==> config.mk <==
export PLATFORM = sky130hd
export DESIGN_NAME = fpu_link_host_flat
export DESIGN_NICKNAME = d
export VERILOG_FILES = /design/src/rtl/fpu_link_pkg.sv /design/src/rtl/fpu_link_host_if.sv /design/src/rtl/fpu_link_rx.sv /design/src/rtl/fpu_link_host.sv /design/src/flat_wrapper.sv
export SDC_FILE = /design/constraint.sdc
export NUM_CORES = 1
export LEC_CHECK = 0
export CAP_MARGIN = 20
export CORE_MARGIN = 4
export CORE_UTILIZATION = 35
export CTS_CLUSTER_SIZE = 40
export DETAILED_ROUTE_END_ITERATION = 16
export HOLD_SLACK_MARGIN = 0.02
export PLACE_DENSITY = 0.66
export SETUP_SLACK_MARGIN = 0.5
export SLEW_MARGIN = 15
export SYNTH_ARGS = -nofsm -noshare
export SYNTH_HDL_FRONTEND = slang
export SYNTH_SLANG_ARGS = --single-unit
==> constraint.sdc <==
create_clock -name clk -period 11.75 [get_ports clk]
set_input_delay 2.35 -clock clk [delete_from_list [all_inputs] [get_ports clk]]
set_output_delay 2.35 -clock clk [all_outputs]
set_load 0.05 [all_outputs]
==> src/rtl/fpu_link_pkg.sv <==
//------------------------------------------------------------------------------
// fpu_link_pkg : shared constants and types for the FPU byte-link host.
// Rev 1.0
//------------------------------------------------------------------------------
`default_nettype none

package fpu_link_pkg;

  localparam int FRAME_BYTES = 16;
  localparam int GAP_SLOTS   = 2;
  localparam int RES_BYTES   = 4;
  localparam int SLOT_LAST   = FRAME_BYTES + GAP_SLOTS - 1;
  localparam int FRAME_W     = 8 * FRAME_BYTES;
  localparam int RES_W       = 8 * RES_BYTES;

  localparam int SLOT_W = 5;
  localparam int RXC_W  = 3;

  typedef logic [SLOT_W-1:0] slot_t;
  typedef logic [RXC_W-1:0]  rxcnt_t;

  // Width-matched copies of the slot/count boundaries used in comparisons.
  localparam slot_t  SLOT_LAST_S  = slot_t'(SLOT_LAST);
  localparam slot_t  SLOT_FRAME_S = slot_t'(FRAME_BYTES);
  localparam slot_t  SLOT_SHIFT_S = slot_t'(FRAME_BYTES - 1);
  localparam rxcnt_t RX_FULL      = rxcnt_t'(RES_BYTES);
  localparam rxcnt_t RX_LAST      = rxcnt_t'(RES_BYTES - 1);

endpackage

`default_nettype wire

==> src/rtl/fpu_link_host_if.sv <==
//------------------------------------------------------------------------------
// fpu_link_host_if : operand, byte-link and result signals of the link host.
// Rev 1.0
//------------------------------------------------------------------------------
`default_nettype none

interface fpu_link_host_if;
  import fpu_link_pkg::*;

  logic [FRAME_W-1:0] op_frame;
  logic               op_valid;
  logic               op_ready;
  logic [7:0]         tx_byte;
  logic               tx_busy;
  logic [7:0]         rx_byte;
  logic               rx_en;
  logic [RES_W-1:0]   res_data;
  logic               res_valid;
  logic               res_ready;
  logic               err_overrun;
  logic               err_short;
  logic               err_clr;

  // master: controller / accelerator side driving the host block.
  modport master (
    output op_frame, op_valid, rx_byte, rx_en, res_ready, err_clr,
    input  op_ready, tx_byte, tx_busy, res_data, res_valid, err_overrun, err_short
  );

  // slave: the link host itself.
  modport slave (
    input  op_frame, op_valid, rx_byte, rx_en, res_ready, err_clr,
    output op_ready, tx_byte, tx_busy, res_data, res_valid, err_overrun, err_short
  );

endinterface

`default_nettype wire

==> src/rtl/fpu_link_rx.sv <==
//------------------------------------------------------------------------------
// fpu_link_rx : reassembles result words from enable-qualified byte bursts,
//               holds them in a 1-deep buffer and tracks sticky errors.  Rev 1.0
//------------------------------------------------------------------------------
`default_nettype none

module fpu_link_rx
  import fpu_link_pkg::*;
(
  input  logic             clk,
  input  logic             rst,
  input  logic [7:0]       rx_byte,
  input  logic             rx_en,
  input  logic             res_ready,
  input  logic             err_clr,
  output logic [RES_W-1:0] res_data,
  output logic             res_valid,
  output logic             err_overrun,
  output logic             err_short
);

  logic             rx_en_d_q, rx_en_d_d;
  rxcnt_t           rx_cnt_q, rx_cnt_d;
  logic [RES_W-1:0] rx_sr_q, rx_sr_d;
  logic [RES_W-1:0] res_data_q, res_data_d;
  logic             res_valid_q, res_valid_d;
  logic             err_overrun_q, err_overrun_d;
  logic             err_short_q, err_short_d;

  logic             burst_end;
  logic             capture;
  logic             complete;
  logic [RES_W-1:0] word;

  // The first enable cycle carries a stale byte, hence the rx_en_d qualifier.
  assign burst_end = !rx_en && rx_en_d_q;
  assign capture   = rx_en && rx_en_d_q && (rx_cnt_q < RX_FULL);
  assign complete  = capture && (rx_cnt_q == RX_LAST);
  assign word      = {rx_sr_q[RES_W-9:0], rx_byte};

  always_comb begin
    rx_en_d_d     = rx_en;
    rx_cnt_d      = rx_cnt_q;
    rx_sr_d       = rx_sr_q;
    res_data_d    = res_data_q;
    res_valid_d   = res_valid_q;
    err_overrun_d = err_overrun_q;
    err_short_d   = err_short_q;

    if (burst_end) begin
      rx_cnt_d = '0;
    end else if (capture) begin
      rx_cnt_d = rx_cnt_q + rxcnt_t'(1);
    end

    if (capture) begin
      rx_sr_d = word;
    end

    if (res_ready) begin
      res_valid_d = 1'b0;
    end

    if (err_clr) begin
      err_overrun_d = 1'b0;
      err_short_d   = 1'b0;
    end

    if (complete) begin
      if (!res_valid_q || res_ready) begin
        res_data_d  = word;
        res_valid_d = 1'b1;
      end else begin
        err_overrun_d = 1'b1;
      end
    end

    if (burst_end && (rx_cnt_q < RX_FULL)) begin
      err_short_d = 1'b1;
    end
  end

  always_ff @(posedge clk or posedge rst) begin
    if (rst) begin
      rx_en_d_q     <= 1'b0;
      rx_cnt_q      <= '0;
      rx_sr_q       <= '0;
      res_data_q    <= '0;
      res_valid_q   <= 1'b0;
      err_overrun_q <= 1'b0;
      err_short_q   <= 1'b0;
    end else begin
      rx_en_d_q     <= rx_en_d_d;
      rx_cnt_q      <= rx_cnt_d;
      rx_sr_q       <= rx_sr_d;
      res_data_q    <= res_data_d;
      res_valid_q   <= res_valid_d;
      err_overrun_q <= err_overrun_d;
      err_short_q   <= err_short_d;
    end
  end

  assign res_data    = res_data_q;
  assign res_valid   = res_valid_q;
  assign err_overrun = err_overrun_q;
  assign err_short   = err_short_q;

endmodule

`default_nettype wire

==> src/rtl/fpu_link_host.sv <==
//------------------------------------------------------------------------------
// fpu_link_host : host peer of the FPU byte link; free-running TX slot framer
//                 plus the RX result reassembler.  Rev 1.0
//------------------------------------------------------------------------------
`default_nettype none

module fpu_link_host
  import fpu_link_pkg::*;
(
  input  logic           clk,
  input  logic           rst,
  fpu_link_host_if.slave bus
);

  slot_t              slot_q, slot_d;
  logic [FRAME_W-1:0] frame_sr_q, frame_sr_d;
  logic               real_q, real_d;
  logic               in_frame;

  // The slot counter never stalls so it stays locked to the accelerator's writer.
  always_comb begin
    slot_d     = (slot_q == SLOT_LAST_S) ? '0 : slot_q + slot_t'(1);
    frame_sr_d = frame_sr_q;
    real_d     = real_q;

    if (slot_q == SLOT_LAST_S) begin
      frame_sr_d = bus.op_valid ? bus.op_frame : '0;
      real_d     = bus.op_valid;
    end else if (slot_q < SLOT_SHIFT_S) begin
      frame_sr_d = {frame_sr_q[FRAME_W-9:0], 8'h00};
    end
  end

  always_ff @(posedge clk or posedge rst) begin
    if (rst) begin
      slot_q     <= '0;
      frame_sr_q <= '0;
      real_q     <= 1'b0;
    end else begin
      slot_q     <= slot_d;
      frame_sr_q <= frame_sr_d;
      real_q     <= real_d;
    end
  end

  assign in_frame     = (slot_q < SLOT_FRAME_S);
  assign bus.op_ready = (slot_q == SLOT_LAST_S);
  assign bus.tx_byte  = in_frame ? frame_sr_q[FRAME_W-1 -: 8] : 8'h00;
  assign bus.tx_busy  = real_q && in_frame;

  fpu_link_rx u_rx (
    .clk         (clk),
    .rst         (rst),
    .rx_byte     (bus.rx_byte),
    .rx_en       (bus.rx_en),
    .res_ready   (bus.res_ready),
    .err_clr     (bus.err_clr),
    .res_data    (bus.res_data),
    .res_valid   (bus.res_valid),
    .err_overrun (bus.err_overrun),
    .err_short   (bus.err_short)
  );

endmodule

`default_nettype wire

==> src/flat_wrapper.sv <==
// flat-port wrapper written by rule: the top's interface ports become plain ports
module fpu_link_host_flat import fpu_link_pkg::*;
  (clk, rst, bus_op_frame, bus_op_valid, bus_rx_byte, bus_rx_en, bus_res_ready, bus_err_clr, bus_op_ready, bus_tx_byte, bus_tx_busy, bus_res_data, bus_res_valid, bus_err_overrun, bus_err_short);
  fpu_link_host_if bus_i ();
  input  logic clk;
  input  logic rst;
  input wire logic [$bits(bus_i.op_frame)-1:0] bus_op_frame;
  input wire logic [$bits(bus_i.op_valid)-1:0] bus_op_valid;
  input wire logic [$bits(bus_i.rx_byte)-1:0] bus_rx_byte;
  input wire logic [$bits(bus_i.rx_en)-1:0] bus_rx_en;
  input wire logic [$bits(bus_i.res_ready)-1:0] bus_res_ready;
  input wire logic [$bits(bus_i.err_clr)-1:0] bus_err_clr;
  output wire logic [$bits(bus_i.op_ready)-1:0] bus_op_ready;
  output wire logic [$bits(bus_i.tx_byte)-1:0] bus_tx_byte;
  output wire logic [$bits(bus_i.tx_busy)-1:0] bus_tx_busy;
  output wire logic [$bits(bus_i.res_data)-1:0] bus_res_data;
  output wire logic [$bits(bus_i.res_valid)-1:0] bus_res_valid;
  output wire logic [$bits(bus_i.err_overrun)-1:0] bus_err_overrun;
  output wire logic [$bits(bus_i.err_short)-1:0] bus_err_short;
  assign bus_i.op_frame = bus_op_frame;
  assign bus_i.op_valid = bus_op_valid;
  assign bus_i.rx_byte = bus_rx_byte;
  assign bus_i.rx_en = bus_rx_en;
  assign bus_i.res_ready = bus_res_ready;
  assign bus_i.err_clr = bus_err_clr;
  assign bus_op_ready = bus_i.op_ready;
  assign bus_tx_byte = bus_i.tx_byte;
  assign bus_tx_busy = bus_i.tx_busy;
  assign bus_res_data = bus_i.res_data;
  assign bus_res_valid = bus_i.res_valid;
  assign bus_err_overrun = bus_i.err_overrun;
  assign bus_err_short = bus_i.err_short;
  fpu_link_host u_core (.clk(clk), .rst(rst), .bus(bus_i));
endmodule
### Yosys cells after proc, flatten, opt, wreduce, memory -nomap -nowiden

Index checks and enable logic that the tools add are counted.

| storage, ports and cells | value |
|---|---|
| register bits | 197 |
| bits of input ports | 142 |
| output and inout port bits | 45 |
| logic and storage cells | 45 |

| operators by class | value |
|---|---|
| add/subtract/negate cells | 2 |
| $lt $le $gt $ge | 3 |
| equal/unequal tests | 2 |
| mux-type cells | 15 |
| reductions and logical operators | 13 |

Operator list:

| cell | number |
|---|---|
| 128-bit two-way mux | 3 |
| 1-bit two-way mux | 8 |
| 8-bit two-way mux | 1 |
| 1-bit logical AND | 6 |
| 3-bit two-way mux | 2 |
| 2-bit nonzero test | 3 |
| 5-bit by 1-bit adder with 5-bit output, second input constant | 1 |
| 5-bit == test, second input constant | 1 |
| 5-bit by 4-bit < comparator with 1-bit output, second input constant | 1 |
| 5-bit < comparator, second input constant | 1 |
| 5-bit two-way mux | 1 |
| 3-bit by 1-bit adder with 3-bit output, second input constant | 1 |
| 3-bit by 2-bit == test with 1-bit output, second input constant | 1 |
| 3-bit < comparator, second input constant | 1 |
| 1-bit logical NOT | 2 |
| 2-bit AND reduction | 1 |
| 1-bit logical OR | 1 |

### Logic depth before layout (Yosys ltp)

Gate-level depths: netlist of the first run.

| logic depth | value |
|---|---|
| depth in word-level cells | 4 |
| mapped depth | 8 |
| mapped depth without buffers | 5 |

### Hierarchy

Synthesis of the first run repeated with hierarchy kept, for this count alone.

| unflattened totals | value |
|---|---|
| cells, all modules | 785 |
| area, all modules | 9763.1 um2 |

By module, submodules not included:

| module | instances | cells an instance | area each (um2) | sequential area each (um2) |
|---|---|---|---|---|
| fpu_link_host | 1 | 638 | 7240.7 | 3353.2 |
| fpu_link_rx | 1 | 147 | 2522.4 | 1576.5 |

### Worst setup path after synthesis of the first run

No wires, ideal clock.

| timing path | value |
|---|---|
| path type | register to output |
| start point | register u_core.slot_q[1] |
| end point | output bus_op_ready |
| arrival time | 1.389 ns |
| data required time | 9.400 ns |
| slack | 8.011 ns |
| stages on the path, launching flop included | 7 |
| path buffers | 3 |
| path through | dfrtp_1 inv_1 ha_1 nor4bb_1 buf_2 buf_6 buf_6 |

| on the way | value |
|---|---|
| cells in the longest elaborated chain, start to end | 1 |

Ends and longest elaborated chain:

| what | RTL line | text |
|---|---|---|
| start: declaration | fpu_link_host.sv:15 | `slot_t slot_q, slot_d;` |
| start signal: assignment | fpu_link_host.sv:40 | `slot_q <= slot_d;` |
| 5-bit == test | fpu_link_host.sv:47 | `assign bus.op_ready = (slot_q == SLOT_LAST_S);` |
| end: declaration | flat_wrapper.sv:13 | `output wire logic [$bits(bus_i.op_ready)-1:0] bus_op_ready;` |

Every way passes these cells.

### Worst setup path in the final report of the first run

| timing path | value |
|---|---|
| start point | register u_core.slot_q[4] |
| end point | output bus_op_ready |

Same word-level chain as after synthesis.

==> results.sh, run 1 <==
export IMPL_rows=60
export IMPL_reg2reg_to="u_core.frame_sr_q[95]"
export IMPL_finalCriticalPeriod_ns=4.808
export IMPL_gr_total_overflow=0
export IMPL_cts_resized=0
export IMPL_fillCellCount=2515
export IMPL_grt_max_degree=126
export IMPL_drtIter0Drc=261
export IMPL_maxCapViolCount=0
export IMPL_drc_errors=0
export IMPL_cts_tree="yes"
export IMPL_r2r_slack_ns=8.82
export IMPL_clkSinkCount=197
export IMPL_yosys_area_top_type="dfrtp_1"
export IMPL_numPortBuffers=186
export IMPL_synthFlopType="dfrtp_1"
export IMPL_track_usage_pct=14.33
export IMPL_layout_nets=1098
export IMPL_slew_headroom_pct=41.76
export IMPL_synth_distinct_cells=29
export IMPL_finalCritPeriodShare_pct=40.92
export IMPL_setup_viol=0
export IMPL_dpl_cell_count=1272
export IMPL_start_util_pct=35.61
export IMPL_post_cts_buffers=0
export IMPL_dieArea_um2=30140
export IMPL_io_pin_count=187
export IMPL_clock_path_buffers=2
export IMPL_ir_drop_uv=119.1
export IMPL_ys_async_sr_fraction_pct=100.0
export IMPL_slowest_stage="clkdlybuf4s50_1"
export IMPL_final_hold_violation_count=0
export IMPL_syn_nets=932
export IMPL_die_w_um=173.6
export IMPL_cp_top_family="buffers and inverters"
export IMPL_dp_hpwl_um=14260
export IMPL_grt_pass1_wl_um=35080
export IMPL_vias=6133
export IMPL_final_setup_tns_ns=0
export IMPL_h_tree_depth=4
export IMPL_ys_warn_count=0
export IMPL_synthCells=786
export IMPL_syn_area_per_cell_um2=12.21
export IMPL_ys_top_cells_by_count="dfrtp_1 (197), mux2i_1 (176), mux2_2 (121), inv_1 (71), nand2_1 (67)"
export IMPL_status="finished, final reports clean"
export IMPL_synth_area_um2=9598
export IMPL_crit_chain="nor4bb_4, clkdlybuf4s50_1"
export IMPL_wl_per_cell_um=16.37
export IMPL_gp_congestion=0.7517
export IMPL_synth_most_common_cell="dfrtp_1"
export IMPL_finalNonFillerCells=1306
export IMPL_root_buffer="clkbuf_16"
export IMPL_coreArea_um2=26950
export IMPL_tightest_slew_ns=0.8736
export IMPL_crit_type="flop to output pin"
export IMPL_cp_start_kind="flop"
export IMPL_clkSlewWorstSetupHoldPaths_ns=0.07
export IMPL_rr_startpoint="u_core.slot_q[4]"
export IMPL_hp_start="u_core.u_rx.rx_sr_q[19]"
export IMPL_first_pass_iters=4
export IMPL_crit_fanout=15
export IMPL_hold_end="u_core.u_rx.rx_sr_q[19]"
export IMPL_rsz0062_at_grt="false"
export IMPL_p_per_area_nw_per_um2=145.0
export IMPL_drive_gt1_share_pct=17.20
export IMPL_ys_ff_latch=197
export IMPL_min_path_cells=1
export IMPL_r2r_cells=5
export IMPL_postRouteAntennaNets=0
export IMPL_endpoint_kind="output pin"
export IMPL_maxSlewViolCount=0
export IMPL_max_stage_delay_ns=0.89
export IMPL_hold_buffers=0
export IMPL_ys_seq_area_share_pct=51.36
export IMPL_synth_edff_count=0
export IMPL_max_freq_mhz=208.0
export IMPL_power_total_mw=1.786
export IMPL_arrival_ns=2.46
export IMPL_cp_required_ns=9.40
export IMPL_leakage_nw=5.647
export IMPL_clk_latency_ns=0.43
export IMPL_n_antenna_cell=0
export IMPL_holdCritPathClass="flop to flop"
export IMPL_cts_buffers=17
export IMPL_clock_skew_final_ns=0.009407
export IMPL_critPathBufInv=1
export IMPL_synthTopCellsByArea="dfrtp_1 (51%), mux2i_1 (18%), mux2_2 (14%), and2_1 (3.8%), inv_1 (2.8%)"
export IMPL_die_y_um=173.6
export IMPL_routed_wl_um=21380
export IMPL_vias_per_cell=4.696
export IMPL_first_global_vias=6606
export IMPL_area_growth_pct=28.34
export IMPL_yosysTopAreaCellShare_pct=51.36
export IMPL_antenna_found_initial=3
-- cell type report --
type / count / area [um^2] / area share [%]
Timing Repair Buffer: 195 / 1979 / 16.07
Multi-Input combinational cell: 470 / 4123 / 33.47
Tap cell: 341 / 426.7 / 3.464
Clock buffer: 17 / 425.4 / 3.454
Sequential cell: 197 / 4930 / 40.02
Clock inverter: 15 / 160.2 / 1.300
Inverter: 71 / 274.0 / 2.224
-- state kept, by name, summed over array words and instances (netlist names) --
name                     flops
u_core.frame_sr_q          128
u_core.u_rx.res_data        32
u_core.u_rx.rx_sr_q         24
u_core.slot_q                5
u_core.u_rx.rx_cnt_q         3
u_core.real_q                1
u_core.u_rx.err_overrun      1
u_core.u_rx.err_short        1
u_core.u_rx.res_valid        1
u_core.u_rx.rx_en_d_q        1
-- per-stage QoR --
| stage | cell area, um^2 | hold slack, ns | utilization [%] | setup slack [ns] |
|---|---|---|---|---|
| final | 12320 | 0.5037 | 45.71 | 6.942 |
| after global routing | 12320 | 0.5104 | 45.71 | 6.808 |
| after CTS | 12260 | 0.5051 | 45.50 | 6.877 |
| after detailed placement | 11680 | 0.4878 | 43.33 | 7.130 |
| after global placement | 11680 | 0.4865 | 43.33 | 7.117 |
| after floorplan | 9598 | 0.4724 | - | 4.031 |
-- metal layers --
metal / vias to the layer above / part of all wire (%) / global-route usage [%]
met5: - / 0.17 / 0
met4: 6 / 0.84 / 3.068
met3: 20 / 8.6 / 6.150
met2: 145 / 46 / 22.73
met1: 2996 / 44 / 18.40
li1: 2966 / - / -
-- logic make-up (layout without fill, tap and decap cells) --
| group | Yosys count | in the layout | synth area share (%) |
|---|---|---|---|
| multiplexers | 297 | 297 | 32.55 |
| AND/OR/NAND/NOR | 146 | 146 | 7.756 |
| AO/OA/AOI/OAI | 21 | 21 | 1.708 |
| adder cells (fa/ha/maj) | 4 | 4 | 0.5215 |
| flip-flops | 197 | 197 | 51.36 |
| buffers and inverters | 119 | 298 | 5.918 |
| XOR/XNOR | 2 | 2 | 0.1825 |
-- power breakdown --
group | leakage [nW] | switching (mW) | total [mW] | internal (mW)
sequential | 2.64 | 0.0487 | 0.810 | 0.761
clock | 0.288 | 0.281 | 0.584 | 0.303
combinational | 2.72 | 0.213 | 0.392 | 0.180
-- cell usage in the layout (no fill, tap or decap), types with 2 or more instances in the layout --
| master | n |
|---|---|
| dfrtp_1 | 197 |
| clkdlybuf4s50_1 | 185 |
| mux2i_1 | 176 |
| mux2_2 | 121 |
| inv_1 | 70 |
| nand2_1 | 67 |
| and2_1 | 59 |
| clkbuf_16 | 17 |
| nor2b_1 | 9 |
| a22o_1 | 9 |
| buf_4 | 7 |
| inv_8 | 6 |
| ha_1 | 4 |
| inv_6 | 4 |
| nand2b_1 | 3 |
| nor2_1 | 3 |
| clkinv_4 | 3 |
| nand3_1 | 2 |
| xnor2_1 | 2 |
| a21oi_1 | 2 |
| o22ai_1 | 2 |
| o21ai_0 | 2 |
| buf_16 | 2 |
-- how the worst max path moves through the flow --
stage / startpoint / endpoint / slack, ns / cells past startpoint
final: u_core.slot_q[4] / bus_op_ready / 6.94 / 2
after global routing: u_core.slot_q[4] / bus_op_ready / 6.81 / 2
after floorplan: rst / u_core.frame_sr_q[0] / 4.03 / 1
after detailed placement: rst / u_core.frame_sr_q[115] / 7.13 / 3
after CTS: u_core.slot_q[4] / bus_op_ready / 6.88 / 2
after global placement: rst / u_core.frame_sr_q[115] / 7.12 / 3
No activity file was read; power rests on OpenSTA's default activity.
==> inputs of run 2 (changes only) <==
--- a/config.mk
+++ b/config.mk
@@ -11,7 +11,7 @@
 export CTS_CLUSTER_SIZE = 40
 export DETAILED_ROUTE_END_ITERATION = 16
 export HOLD_SLACK_MARGIN = 0.02
-export PLACE_DENSITY = 0.66
+export PLACE_DENSITY = 0.68
 export SETUP_SLACK_MARGIN = 0.5
 export SLEW_MARGIN = 15
 export SYNTH_ARGS = -nofsm -noshare
==> constraint.sdc (replaced) <==
create_clock -name clk -period 4.15 [get_ports clk]
set_input_delay 0.83 -clock clk [delete_from_list [all_inputs] [get_ports clk]]
set_output_delay 0.83 -clock clk [all_outputs]
set_load 0.05 [all_outputs]
==> run 2 against run 1 <==
Net effect: register-to-register slack got worse by 7.1 ns; largest cell class unchanged; highest routed layer unchanged; power increased to 2.8 times the previous value; largest power group unchanged; clock skew increased by 0.0015 ns; design area about the same.
==> results.sh, run 2 (synthesis gave the netlist of run 1 again) <==
export IMPL_slowest_stage="clkdlybuf4s50_1"
export IMPL_wl_per_cell_um=16.21
export IMPL_clock_skew_final_ns=0.01086
export IMPL_postRouteAntennaNets=0
export IMPL_layout_area_seq_um2=4930
export IMPL_cp_start_kind="flop"
export IMPL_layout_commonest_cell="dfrtp_1"
export IMPL_gp_congestion=0.7280
export IMPL_clk_latency_ns=0.43
export IMPL_hp_start="u_core.frame_sr_q[125]"
export IMPL_vias_per_cell=4.645
export IMPL_setup_viol=0
export IMPL_dieArea_um2=30140
export IMPL_first_global_vias=6375
export IMPL_drtIter0Drc=286
export IMPL_rr_startpoint="u_core.slot_q[4]"
export IMPL_fillCellCount=2458
export IMPL_start_util_pct=35.61
export IMPL_hold_buffers=0
export IMPL_final_hold_violation_count=0
export IMPL_cts_resized=0
export IMPL_die_w_um=173.6
export IMPL_final_setup_tns_ns=0
export IMPL_drive_gt1_share_pct=17.20
export IMPL_holdCritPathClass="flop to flop"
export IMPL_n_antenna_cell=0
export IMPL_clkSlewWorstSetupHoldPaths_ns=0.08
export IMPL_critPathBufInv=1
export IMPL_crit_chain="nor4bb_4, clkdlybuf4s50_1"
export IMPL_layout_nets=1098
export IMPL_tightest_slew_ns=0.8686
export IMPL_numPortBuffers=186
export IMPL_largest_register_ffs=128
export IMPL_leakage_nw=5.650
export IMPL_first_pass_iters=5
export IMPL_h_tree_depth=4
export IMPL_r2r_cells=4
export IMPL_die_y_um=173.6
export IMPL_grt_pass1_wl_um=33800
export IMPL_max_freq_mhz=302.1
export IMPL_root_buffer="clkbuf_16"
export IMPL_gr_total_overflow=0
export IMPL_routed_wl_um=21180
export IMPL_cp_top_family="buffers and inverters"
export IMPL_clkSinkCount=197
export IMPL_rsz0062_at_grt="false"
export IMPL_cts_buffers=17
export IMPL_vias=6066
export IMPL_finalCriticalPeriod_ns=3.311
export IMPL_slew_headroom_pct=42.10
export IMPL_final_cell_mix="dfrtp_1 (197), clkdlybuf4s50_1 (185), mux2i_1 (176)"
export IMPL_cts_tree="yes"
export IMPL_track_usage_pct=13.87
export IMPL_arrival_ns=2.48
export IMPL_multiInputGateArea_um2=4123
export IMPL_finalNonFillerCells=1306
export IMPL_worstSetupStartpoint="u_core.slot_q[4]"
export IMPL_endpoint_kind="output pin"
export IMPL_antenna_found_initial=6
export IMPL_grt_max_degree=126
export IMPL_post_cts_buffers=0
export IMPL_path_depth=2
export IMPL_top_register="u_core.frame_sr_q"
export IMPL_status="finished, final reports clean"
export IMPL_crit_type="flop to output pin"
export IMPL_maxCapViolCount=0
export IMPL_p_per_area_nw_per_um2=411.7
export IMPL_area_growth_pct=28.41
export IMPL_ir_drop_uv=300.6
export IMPL_drc_errors=0
export IMPL_reg2reg_to="u_core.frame_sr_q[2]"
export IMPL_dpl_cell_count=1274
export IMPL_cp_required_ns=3.32
export IMPL_io_pin_count=187
export IMPL_coreArea_um2=26950
export IMPL_crit_fanout=15
export IMPL_finalCritPeriodShare_pct=79.78
export IMPL_rows=60
export IMPL_max_stage_delay_ns=0.95
export IMPL_endpoint="bus_op_ready"
export IMPL_r2r_slack_ns=1.68
export IMPL_maxSlewViolCount=0
export IMPL_clock_path_buffers=2
export IMPL_dp_hpwl_um=14140
run 2: cell count changes in the layout (fill, tap and decap cells not counted):
cell      before  now
buf_12         1    5
inv_8          6    3
buf_16         2    0
buf_4          7    5
clkinv_2       1    2
clkinv_8       0    1
inv_6          4    5
run 2: final cells by class:
type	instances	share of cell area, %
flip-flops and latches	197	40.00
multi-input cells	470	33.45
repair buffers	195	16.14
well taps	341	3.462
clock buffers	17	3.452
inverters	71	2.193
clock inverters	15	1.299
run 2: power breakdown:
group | internal, mW | total (mW) | leakage [nW] | switching (mW)
logic | 0.509 | 1.12 | 2.72 | 0.609
clock network | 0.857 | 1.66 | 0.291 | 0.803
registers | 2.15 | 2.30 | 2.64 | 0.141
run 2: how the worst min path moves through the flow:
stage,slack (ns),cells past startpoint,endpoint
after global routing,0.52,1,u_core.frame_sr_q[126]
after global placement,0.48,1,u_core.frame_sr_q[125]
after CTS,0.51,1,u_core.u_rx.rx_sr_q[22]
after detailed placement,0.49,1,u_core.frame_sr_q[126]
final,0.50,1,u_core.frame_sr_q[125]
after floorplan,0.47,1,u_core.frame_sr_q[0]
run 2: layer usage:
metal | track usage [%] | vias to the layer above | wire length, um
met4 | 2.771 | 12 | 180
met2 | 21.20 | 139 | 9522
met3 | 6.848 | 24 | 2034
met1 | 18.01 | 2914 | 9357
li1 | - | 2977 | -
met5 | 0 | - | 80
run 2: per-stage QoR:
stage	util, %	power (mW)	hold WS [ns]	worst slack, ns	area [um^2]
2_1_floorplan	-	2.990	0.4724	0.7736	9602
3_3_place_gp	43.56	3.431	0.4826	1.333	11740
3_5_place_dp	43.56	3.460	0.4912	1.285	11740
4_1_cts	45.73	5.147	0.5081	0.8060	12320
5_1_grt	45.73	5.302	0.5161	0.7097	12320
6_report	45.73	5.074	0.5037	0.8393	12320
